`config.mk`:
```
export PLATFORM = sky130hd
export DESIGN_NAME = vasim_symbol_feeder
export DESIGN_NICKNAME = d
export VERILOG_FILES = /design/src/rtl/vasim_symbol_feeder.sv
export SDC_FILE = /design/constraint.sdc
export NUM_CORES = 1
export LEC_CHECK = 0
export CAP_MARGIN = 20
export CORE_MARGIN = 4
export CORE_UTILIZATION = 45
export DETAILED_ROUTE_END_ITERATION = 8
export PLACE_DENSITY = 0.74
export SLEW_MARGIN = 20
export SYNTH_ARGS = -nofsm -noshare
export SYNTH_HDL_FRONTEND = slang
export SYNTH_SLANG_ARGS = --single-unit
```
`constraint.sdc`:
```
create_clock -name clk -period 6.52 [get_ports clk]
set_input_delay 1.956 -clock clk [delete_from_list [all_inputs] [get_ports clk]]
set_output_delay 1.956 -clock clk [all_outputs]
set_load 0.01 [all_outputs]
```
`src/rtl/vasim_symbol_feeder.sv`:
```
// Unpacks 32-bit stream words into byte symbols for an automata engine, with STE reset, halt and flush/done sequencing.
// Build option: define VASIM_FEEDER_OFFSET_EN to build the sym_offset counter; otherwise sym_offset is tied to 0.
module vasim_symbol_feeder #(
    parameter int FLUSH_CYCLES = 2
) (
    input  logic        clk,
    input  logic        reset,
    input  logic [31:0] s_data,
    input  logic        s_valid,
    output logic        s_ready,
    input  logic        s_last,
    input  logic [2:0]  s_nbytes,
    input  logic        halt,
    output logic [7:0]  symbols,
    output logic        run,
    output logic        ste_reset,
    output logic [31:0] sym_offset,
    output logic        busy,
    output logic        done
);

    // state | meaning
    // IDLE  | waiting for s_valid, automata held in reset
    // INIT  | one cycle of STE reset, offset cleared
    // FEED  | emitting bytes from the holding register
    // FLUSH | FLUSH_CYCLES idle cycles after the final symbol
    // DONE  | one-cycle done pulse
    typedef enum logic [2:0] {IDLE, INIT, FEED, FLUSH, DONE} state_t;

    state_t      state, state_nxt;
    logic [31:0] hold_data;
    logic        hold_full;
    logic [1:0]  byte_idx;
    logic [2:0]  hold_cnt;
    logic        last_taken;
    logic [3:0]  flush_cnt;
    logic [7:0]  sym_q;
    logic        emit;
    logic        final_emit;
    logic        accept;
    logic [31:0] hold_shift;
    logic [7:0]  cur_byte;
    logic [2:0]  nbytes_dec;

    assign nbytes_dec = (s_nbytes == 3'd0 || s_nbytes > 3'd4) ? 3'd4 : s_nbytes;
    assign hold_shift = hold_data >> {byte_idx, 3'b000};
    assign cur_byte   = hold_shift[7:0];
    assign accept     = s_valid && s_ready;
    assign busy       = (state != IDLE);
    assign symbols    = run ? cur_byte : sym_q;

    always_ff @(posedge clk or posedge reset) begin
        if (reset) state <= IDLE;
        else       state <= state_nxt;
    end

    always_comb begin
        state_nxt  = state;
        emit       = 1'b0;
        final_emit = 1'b0;
        s_ready    = 1'b0;
        run        = 1'b0;
        ste_reset  = 1'b0;
        done       = 1'b0;
        case (state)
            IDLE: begin
                ste_reset = 1'b1;
                if (s_valid) state_nxt = INIT;
            end
            INIT: begin
                ste_reset = 1'b1;
                state_nxt = FEED;
            end
            FEED: begin
                emit       = hold_full && !halt;
                final_emit = emit && ({1'b0, byte_idx} == hold_cnt - 3'd1);
                run        = emit;
                // Once the last word is in, nothing more is taken until the next stream.
                s_ready    = !halt && !last_taken && (!hold_full || final_emit);
                if (final_emit && last_taken) state_nxt = FLUSH;
            end
            FLUSH: begin
                if (flush_cnt == 4'd0) state_nxt = DONE;
            end
            DONE: begin
                done      = 1'b1;
                state_nxt = IDLE;
            end
            default: state_nxt = IDLE;
        endcase
    end

    always_ff @(posedge clk or posedge reset) begin
        if (reset) begin
            hold_data  <= '0;
            hold_full  <= 1'b0;
            byte_idx   <= '0;
            hold_cnt   <= 3'd4;
            last_taken <= 1'b0;
            sym_q      <= '0;
            flush_cnt  <= '0;
        end else begin
            if (state == INIT) begin
                hold_full  <= 1'b0;
                byte_idx   <= '0;
                last_taken <= 1'b0;
            end else if (state == FEED) begin
                if (accept) begin
                    hold_data  <= s_data;
                    hold_full  <= 1'b1;
                    byte_idx   <= '0;
                    hold_cnt   <= s_last ? nbytes_dec : 3'd4;
                    last_taken <= s_last;
                end else if (final_emit) begin
                    hold_full <= 1'b0;
                end else if (emit) begin
                    byte_idx <= byte_idx + 2'd1;
                end
            end
            if (emit) sym_q <= cur_byte;
            // Down-counter preloaded during FEED so FLUSH lasts exactly FLUSH_CYCLES cycles.
            if (state == FEED)
                flush_cnt <= 4'(FLUSH_CYCLES - 1);
            else if (state == FLUSH && flush_cnt != 4'd0)
                flush_cnt <= flush_cnt - 4'd1;
        end
    end

`ifdef VASIM_FEEDER_OFFSET_EN
    logic [31:0] offset_q;

    always_ff @(posedge clk or posedge reset) begin
        if (reset)
            offset_q <= '0;
        else if ((state == IDLE && s_valid) || state == INIT)
            offset_q <= '0;
        else if (emit)
            offset_q <= offset_q + 32'd1;
    end

    assign sym_offset = offset_q;
`else
    assign sym_offset = '0;
`endif

endmodule

```
==> impl_metrics.tcl, run 1 <==
set metrics [dict create \
    n_fill_cell 511 \
    rsz0062_at_grt "no" \
    slew_headroom 0.341 \
    endpoint_kind "primary output" \
    path_clk_slew_ns 0.09 \
    firstDrtPassIters 3 \
    critPathKind "primary input to primary output" \
    grt-ovfl-total 0 \
    holdBufCountCts 0 \
    setup_violations 0 \
    timing.critical_path.buf_inv 3 \
    dieHeight_um 87.0 \
    antenna_found_initial 0 \
    outcome "finished clean" \
    worst_pin_slew_ns 0.988 \
    final.setup.tns_ns 0 \
    post_cts_buffers 0 \
    ys_types 39 \
    min_delay_path_depth 1 \
    syn_inst 212 \
    gp_congestion 0.732 \
    die_area_sq_mm 0.00757 \
    drt_iter0_drc 43 \
    netlist.area_leader.share 0.472 \
    crit_path_start_kind "primary input" \
    cp_cell_sequence "clkdlybuf4s50_1, nor4b_2, and2_1, buf_4, mux2_2, clkdlybuf4s50_1" \
    fin_cells 338 \
    grt.total_usage 0.134 \
    synth_area_sq_mm 0.00281 \
    area_growth_pct 18.7 \
    synth-seq-cells 54 \
    clk_latency_ns 0.30 \
    core_sq_mm 0.00599 \
    htree_levels 2 \
    layout-drive-gt1-share 0.251 \
    cts_made_buffers 5 \
    port_buffers 52 \
    grt_pass1_wl_mm 7.78 \
    final_nets 306 \
    diodes 0 \
    cp_num_cells 6 \
    drcViolationCount 0 \
    cts_tree "yes" \
    start_util 0.469 \
    slowest_stage "clkdlybuf4s50_1" \
    cts.sinks 54 \
    critPathArrivalTime_ns 3.96 \
    min_from "sym_q[4]$_DFF_PP0_" \
    hold_path.class "flip-flop to flip-flop" \
    ant_nets 0 \
    critPathMaxStageDelay_ns 0.48 \
    synth.area.top_cells "dfrtp_1, mux2_2, buf_4, mux2_4, mux4_2" \
    clockBufferDepth 2 \
    power_density_mw_per_mm2 406 \
    mostFrequentLayoutCells "dfrtp_1, clkdlybuf4s50_1, conb_1" \
    postSynthAreaPerCell_sq_um 13.3 \
    startpoint "halt" \
    row_count 28 \
    yosysTopAreaCell "dfrtp_1" \
    leakage_nw 1.52 \
    ctsResizeCount 0 \
    ys_seq_area_frac 0.481 \
    rr_startpoint "byte_idx[0]$_DFFE_PP0P_" \
    clock_skew_ns 0.00837 \
    viasPerCell 4.73 \
    regArea_sq_mm 0.00135 \
    detail_route.wl_per_cell_um 13.9 \
    required_ns 4.56 \
    layout_commonest_cell "dfrtp_1" \
    max_freq_ghz 0.169 \
    total_power_mw 1.35 \
    r2r_cells 4 \
    cp_top_family "buffers and inverters" \
    fin_crit_sh 0.908 \
    slew_viol_final 0 \
    timing.rr.end "hold_data[10]$_DFFE_PP0P_" \
    multiInputGateArea_sq_mm 0.00122 \
    critical_path.max_fanout 14 \
    top_level_ports 85 \
    hold_path_end "sym_q[4]$_DFF_PP0_" \
    post-route-min-period_ns 5.92 \
    peakVddDrop_mv 0.205 \
    rrSetupSlack_ns 3.99 \
    maxCapViolCount 0 \
    ys_warn_count 0 \
    vias 1600 \
    hpwl_mm 3.32 \
    die_x_um 87.0 \
    grt_max_degree 55 \
    dp.cells 330 \
    crit_top_cell "clkdlybuf4s50_1" \
    totalWireLength_mm 4.69 \
    grt_pass1_vias 1683 \
    hold_viol_final 0 \
    root_buffer "clkbuf_8" \
]
-- stage by stage --
| step | instance area [sq um] | hold slack [ns] | setup WS [ns] | util |
|---|---|---|---|---|
| final | 3330 | 0.500 | 0.599 | 0.557 |
| after global routing | 3330 | 0.526 | 0.466 | 0.557 |
| after floorplan | 2930 | 0.474 | 1.47 | - |
| after detailed placement | 3240 | 0.487 | 0.589 | 0.541 |
| after global placement | 3240 | 0.482 | 0.599 | 0.541 |
| after CTS | 3330 | 0.509 | 0.583 | 0.557 |
-- cell usage after synthesis --
cell type,instances
mux2_2,26
nand3_2,1
nand3_1,1
dfrtp_1,53
a21oi_1,2
nor3b_1,2
o211a_1,1
nor4b_1,1
a21o_1,1
nand2_1,4
dfstp_2,1
mux2_4,15
nor2_1,6
nand3b_1,5
or2_2,1
inv_1,10
conb_1,1
xor2_1,2
o21bai_1,1
a211oi_1,2
ha_1,4
buf_4,32
mux4_2,8
a21oi_2,1
o21ai_0,6
buf_2,5
a21boi_0,1
buf_1,1
and2_1,1
or3b_2,1
nor4bb_1,1
a31oi_1,1
xnor2_1,3
nand2b_1,1
or3_1,2
buf_6,4
mux2i_1,2
nor4b_2,1
and4_1,1
-- worst max path at each step --
stage,endpoint,slack [ns]
finish,symbols[6],0.60
global placement,symbols[6],0.60
CTS,symbols[6],0.58
global route,symbols[6],0.47
detailed placement,symbols[6],0.59
floorplan,symbols[0],1.47
-- registers in the layout (all words and copies together), names as in the netlist --
| register | flops |
|---|---|
| last_taken | 1 |
| sym_q | 8 |
| byte_idx | 2 |
| hold_full | 1 |
| hold_data | 32 |
| hold_cnt | 3 |
| flush_cnt | 4 |
| state | 3 |
-- report_power, final --
part / internal (mW) / switching (mW)
registers: 0.493 / 0.115
logic: 0.364 / 0.192
clock network: 0.0859 / 0.103
-- cell families (layout without fill, tap and decap cells) --
kind of cell,count (synthesis),count (layout),synth area share
flops,54,54,0.481
buf+inv,52,72,0.125
mux,51,51,0.256
simple gates,29,29,0.0668
compound gates,16,16,0.0365
xor+xnor,5,5,0.0156
fa+ha+maj,4,4,0.0178
other cells,1,32,0.00133
-- routing by layer --
| layer | track usage | wire [um] | part of all wire |
|---|---|---|---|
| met1 | 0.167 | 2000 | 0.43 |
| met2 | 0.224 | 2330 | 0.50 |
| met3 | 0.0378 | 299 | 0.064 |
| met4 | 0.0467 | 65 | 0.014 |
| met5 | 0 | 0 | 0 |
-- final cells by class --
class | instances | area share
Multi-Input combinational cell | 137 | 0.367
Clock inverter | 1 | 0.00150
Clock buffer | 7 | 0.0259
Timing Repair Buffer | 54 | 0.161
Sequential cell | 54 | 0.406
Inverter | 10 | 0.0113
Tap cell | 75 | 0.0281
(Power assumes the default switching activity.)
==> run 2: changes to the inputs <==
Settings changed: SETUP_SLACK_MARGIN from default to 0.4, SKIP_LAST_GASP from default to 1.
==> results of run 2 <==
Same layout as run 1: the final DEF is identical, and so are final timing and power.
